## src/rtl/quad_pkg.sv

```systemverilog
// Shared types and the quadrature transition decoder for quad_decoder_counter.
package quad_pkg;

    typedef logic [1:0] ab_t;

    typedef enum logic [1:0] {
        STEP_NONE = 2'd0,
        STEP_UP   = 2'd1,
        STEP_DN   = 2'd2,
        STEP_ERR  = 2'd3
    } step_t;

    // {a,b} Gray sequence: up is 00->10->11->01->00, down is its reverse.
    function automatic step_t decode(ab_t prev, ab_t cur);
        step_t s;
        s = STEP_NONE;
        case ({prev, cur})
            4'b00_10, 4'b10_11, 4'b11_01, 4'b01_00: s = STEP_UP;
            4'b00_01, 4'b01_11, 4'b11_10, 4'b10_00: s = STEP_DN;
            4'b00_11, 4'b11_00, 4'b10_01, 4'b01_10: s = STEP_ERR;
            default:                                s = STEP_NONE;
        endcase
        return s;
    endfunction

endpackage

```

## src/rtl/quad_sync.sv

```systemverilog
// Single-bit multi-flop synchronizer for an asynchronous encoder pin.
module quad_sync #(
    parameter int STAGES = 2
) (
    input  logic clk,
    input  logic reset,
    input  logic d,
    output logic q
);

    logic [STAGES-1:0] sr;

    always_ff @(posedge clk or posedge reset) begin
        if (reset) sr <= '0;
        else       sr <= {sr[STAGES-2:0], d};
    end

    assign q = sr[STAGES-1];

endmodule

```

## src/rtl/quad_decoder_counter.sv

```systemverilog
// Quadrature encoder decoder (x4) with an N-bit position counter, clear/load,
// terminal ticks and a saturating illegal-transition counter.
module quad_decoder_counter
    import quad_pkg::*;
#(
    parameter int N           = 16,
    parameter int SYNC_STAGES = 2,
    parameter int WRAP        = 1
) (
    input  logic         clk,
    input  logic         reset,
    input  logic         a_in,
    input  logic         b_in,
    input  logic         syn_clr,
    input  logic         load,
    input  logic [N-1:0] d,
    output logic [N-1:0] q,
    output logic         dir,
    output logic         step_tick,
    output logic         err_tick,
    output logic [7:0]   err_cnt,
    output logic         max_tick,
    output logic         min_tick
);

    localparam logic [N-1:0] Q_MAX = {N{1'b1}};

    logic                   a_s, b_s;
    ab_t                    ab_s, prev_ab;
    logic                   primed;
    logic [SYNC_STAGES-1:0] fill_sr;
    logic                   sync_valid;
    step_t                  step;
    logic [N-1:0]           q_step;
    logic                   step_ok;

    quad_sync #(.STAGES(SYNC_STAGES)) u_sync_a (.clk(clk), .reset(reset), .d(a_in), .q(a_s));
    quad_sync #(.STAGES(SYNC_STAGES)) u_sync_b (.clk(clk), .reset(reset), .d(b_in), .q(b_s));

    assign ab_s = {a_s, b_s};

    // Priming waits until the synchronizers hold real pin samples rather than
    // their reset zeros, so a resting nonzero phase never decodes as motion.
    assign sync_valid = fill_sr[SYNC_STAGES-1];

    always_comb begin
        step = primed ? decode(prev_ab, ab_s) : STEP_NONE;
    end

    always_comb begin
        q_step  = q;
        step_ok = 1'b0;
        if (step == STEP_UP) begin
            if (q != Q_MAX || WRAP != 0) begin
                q_step  = q + 1'b1;
                step_ok = 1'b1;
            end
        end else if (step == STEP_DN) begin
            if (q != '0 || WRAP != 0) begin
                q_step  = q - 1'b1;
                step_ok = 1'b1;
            end
        end
    end

    always_ff @(posedge clk or posedge reset) begin
        if (reset) begin
            fill_sr   <= '0;
            prev_ab   <= 2'b00;
            primed    <= 1'b0;
            q         <= '0;
            dir       <= 1'b1;
            step_tick <= 1'b0;
            err_tick  <= 1'b0;
            err_cnt   <= 8'd0;
        end else begin
            fill_sr   <= {fill_sr[SYNC_STAGES-2:0], 1'b1};
            prev_ab   <= ab_s;
            step_tick <= 1'b0;
            err_tick  <= 1'b0;
            if (sync_valid) primed <= 1'b1;

            if (step == STEP_ERR) begin
                err_tick <= 1'b1;
                if (err_cnt != 8'hFF) err_cnt <= err_cnt + 1'b1;
            end

            // Direction follows every legal step, even when the count is preempted.
            if (step == STEP_UP)      dir <= 1'b1;
            else if (step == STEP_DN) dir <= 1'b0;

            if (syn_clr) begin
                q <= '0;
            end else if (load) begin
                q <= d;
            end else if (step_ok) begin
                q         <= q_step;
                step_tick <= 1'b1;
            end
        end
    end

    assign max_tick = (q == Q_MAX);
    assign min_tick = (q == '0);

endmodule
```

## config.mk

```make
export PLATFORM = sky130hd
export DESIGN_NAME = quad_decoder_counter
export DESIGN_NICKNAME = d
export VERILOG_FILES = /design/src/rtl/quad_pkg.sv /design/src/rtl/quad_sync.sv /design/src/rtl/quad_decoder_counter.sv
export SDC_FILE = /design/constraint.sdc
export NUM_CORES = 1
export LEC_CHECK = 0
export BUFFER_PORTS_ARGS = -buffer_cell sky130_fd_sc_hd__buf_2
export CORE_MARGIN = 2
export CORE_UTILIZATION = 35
export CTS_BUF_LIST = sky130_fd_sc_hd__clkbuf_8 sky130_fd_sc_hd__clkbuf_16
export DETAILED_ROUTE_END_ITERATION = 7
export GPL_ROUTABILITY_DRIVEN = 0
export GPL_TIMING_DRIVEN = 0
export PLACE_DENSITY = 0.55
export RECOVER_POWER = 100
export SLEW_MARGIN = 30
export SYNTH_ARGS = -nofsm -noshare
export SYNTH_HDL_FRONTEND = slang
export SYNTH_HIERARCHICAL = 1
export SYNTH_SLANG_ARGS = --single-unit
```

## constraint.sdc

```tcl
create_clock -name clk -period 8.25 [get_ports clk]
set_input_delay 1.65 -clock clk [delete_from_list [all_inputs] [get_ports clk]]
set_output_delay 1.65 -clock clk [all_outputs]
set_load 0.05 [all_outputs]
```

==> run metrics <==
placed cells 386; I/O pin count 51; ANT cells 0; post-DR wirelength/cell 15.8 um; CTS Buf Count 5; TritonCTS clock tree built; Area Growth Syn to Fin 15.2%; Non-Filler Instances 394; setup bufs post-CTS 0; hold wc startpoint u_sync_a/sr[0]; Multi-input gate area 1360 um2; clock-pin slew of the registers on the worst-case setup and hold paths 0.08 ns; Pint 0.388 mW; Rel. slew slack 12.9%; type of the most critical hold path reg2reg; Sequential Power Share 33.3%; Max Fclk 0.252 GHz; Yosys warnings 6; CP endpoint kind flip-flop; Worst Setup Start Kind flip-flop; Final ANT Viol Nets 0; EDFF count, synth 0; DR iter-0 viols 113; part of the power in the clock network 18.4%; placed cell areas 2760 um2; PortBufs 49; post-DP HPWL 4630 um; Setup CP Type reg2reg; die height 87.0 um; count leader, synth dfrtp_1; GRT Util Overall 17.0%; largest net degree at the start of global routing 33; CTS Root Cell clkbuf_8; CTS sink cnt 36; sequential area share after synthesis 37.4%; CTS max path bufs 2; Starting Density 35.9%; first-pass GRT wire length 9980 um; synth top area cells dfrtp_1 (36%), ha_1 (9.3%), a21oi_1 (4.2%); worst skew pair latency 0.29 ns; vias per inst 5.39; Fillers 682; total congestion overflow 0; post-synth cell types 59; Mapped Area 2410 um2; DRT Pass-1 Iters 4; Post-Syn Nets 298; unrepaired setup endpoints after global routing no; status complete, no violations; CP required 8.40 ns; share of cells above drive strength 1 11.1%; Async S/R FF share, synth 100%; Post-CTS Resized 0; maximum vdd drop 0.0811 mV; commonest cells in the netlist dfrtp_1 (35), a21oi_1 (20), ha_1 (18), inv_1 (18), nor2_1 (16); Pwr Density 263 nW/um2; initial antenna violation count 0; Storage cell area 902 um2; # setup viols final 0; worst reg2reg path startpoint prev_ab[0]; # H-tree levels 2; final worst path period need 3.97 ns; CP Launch Point prev_ab[0]; synthesized flop and latch total 36; Syn Area/Cell 9.38 um2; number of max-cap violations 0; die area 7560 um2; Final Cycle Share 48.1%; Die Wd 87.0 um; Worst-Margin Slew 1.31 ns; Clock Skews 0.00983 ns; NumNets Final 354; worst-path fanout max 16; Final Instance Area 2780 um2; core area 6720 um2; WL final 6230 um; Row Count 30; P_sw 0.343 mW; LEAKAGE 1.23 nW; Most used DFF post-synth dfrtp_1; Synth area leader dfrtp_1; TNS Setup 0 ns; Worst Hold Slack 0.355 ns; cell count after synthesis 257; DR vias 2,125; Final Hold Viols 0; Slew Limit Fails 0; hold buffers post-CTS 0; switching part of the total power 47.0%; crit path DAT 4.12 ns; logic gate share of total power 48.3%; vias in the first global route 1,957; Synth top area share 36.3%; DRC 0
[power by group through the flow]
stage                     Combinational [mW]  Sequential, mW  Clock, mW
after floorplan                        0.197           0.335          0
after global placement                 0.368           0.246          0
after detailed placement               0.368           0.247          0
after CTS                              0.370           0.243      0.139
after global routing                   0.386           0.250      0.148
final                                  0.353           0.243      0.134
[sequential cells by signal, indices dropped and copies added, names as in the netlist]
signal / flops
dir: 1
err_cnt: 8
err_tick: 1
fill_sr: 2
prev_ab: 2
primed: 1
q: 16
step_tick: 1
u_sync_a/sr: 2
u_sync_b/sr: 2
[metal layers]
metal,global-route usage (%),routed length (um),vias to the layer above
li1,-,-,1074
met4,3.84,51,0
met1,24.4,3060,989
met2,26.6,2780,58
met3,3.22,342,4
met5,0,0,-
[path summary, 6_finish.rpt]
path / endpoint / slack (ns) / cells after the start
worst min register to register: u_sync_a/sr[1] / 0.36 / 0
worst max register to register: q[15] / 4.28 / 12
max in group asynchronous: q[11] / 5.75 / 2
min in group asynchronous: u_sync_a/sr[0] / 1.21 / 2
worst max-delay path: q[15] / 4.28 / 12
worst min-delay path: u_sync_a/sr[1] / 0.36 / 0
[through the flow]
| stage | setup WS (ns) | utilization [%] | power, mW |
|---|---|---|---|
| detailed placement | 4.64 | 41.0 | 0.615 |
| finish | 4.28 | 41.3 | 0.731 |
| global route | 3.91 | 41.3 | 0.784 |
| floorplan | 4.21 | - | 0.532 |
| CTS | 4.64 | 42.4 | 0.753 |
| global placement | 4.70 | 41.0 | 0.614 |
[critical path: stages, from the launching register on]
cell,delay (ns)
dfrtp_1,0.43
nor2b_1,0.17
or3b_2,0.46
o211ai_1,0.13
ha_1,0.27
inv_1,0.32
ha_1,0.42
a211oi_1,0.30
o21bai_1,0.15
o21ai_0,0.53
nor3_1,0.15
or3_1,0.36
o311ai_0,0.14
[cells in the final DEF (no fill, tap or decap), drive strengths merged, types with 2 or more instances in the layout]
| cell type | netlist | routed |
|---|---|---|
| ha | 18 | 18 |
| o32ai | 2 | 2 |
| o211a | 4 | 4 |
| nand4 | 8 | 8 |
| inv | 18 | 19 |
| nand2 | 15 | 15 |
| a211oi | 4 | 4 |
| o22ai | 2 | 2 |
| clkbuf | 3 | 42 |
| nor2b | 5 | 5 |
| xnor2 | 10 | 10 |
| xor2 | 4 | 4 |
| nor2 | 17 | 17 |
| a311oi | 2 | 2 |
| and3 | 2 | 2 |
| o211ai | 3 | 3 |
| mux2i | 3 | 3 |
| nand3 | 6 | 6 |
| dfrtp | 35 | 35 |
| or3 | 3 | 3 |
| o31a | 2 | 2 |
| a22oi | 4 | 4 |
| nor3 | 8 | 8 |
| a21oi | 20 | 20 |
| nor4 | 6 | 6 |
| o21bai | 3 | 3 |
| a21o | 4 | 4 |
| o21a | 5 | 5 |
| a31oi | 2 | 2 |
| mux2 | 2 | 2 |
| o311ai | 3 | 3 |
| buf | 5 | 21 |
| nand2b | 2 | 2 |
| o21ai | 13 | 13 |
[kinds of logic after synthesis]
family	after synthesis	share of synthesized area [%]
compound gates	79	23.3
simple gates	77	17.0
flops	36	37.4
buf+inv	26	4.72
fa+ha+maj	19	10.2
xor+xnor	14	5.09
mux	5	2.18
other cells	1	0.156
[cell type report]
cell class / instances / share of cell area, %
multi-input combinational: 195 / 49.0
sequential: 36 / 32.5
timing repair buffer: 49 / 7.48
tap: 80 / 3.61
clock buffer: 6 / 2.97
inverter: 18 / 2.43
buffer: 8 / 1.62
clock inverter: 2 / 0.406
Power figures use the tool's default switching activity.
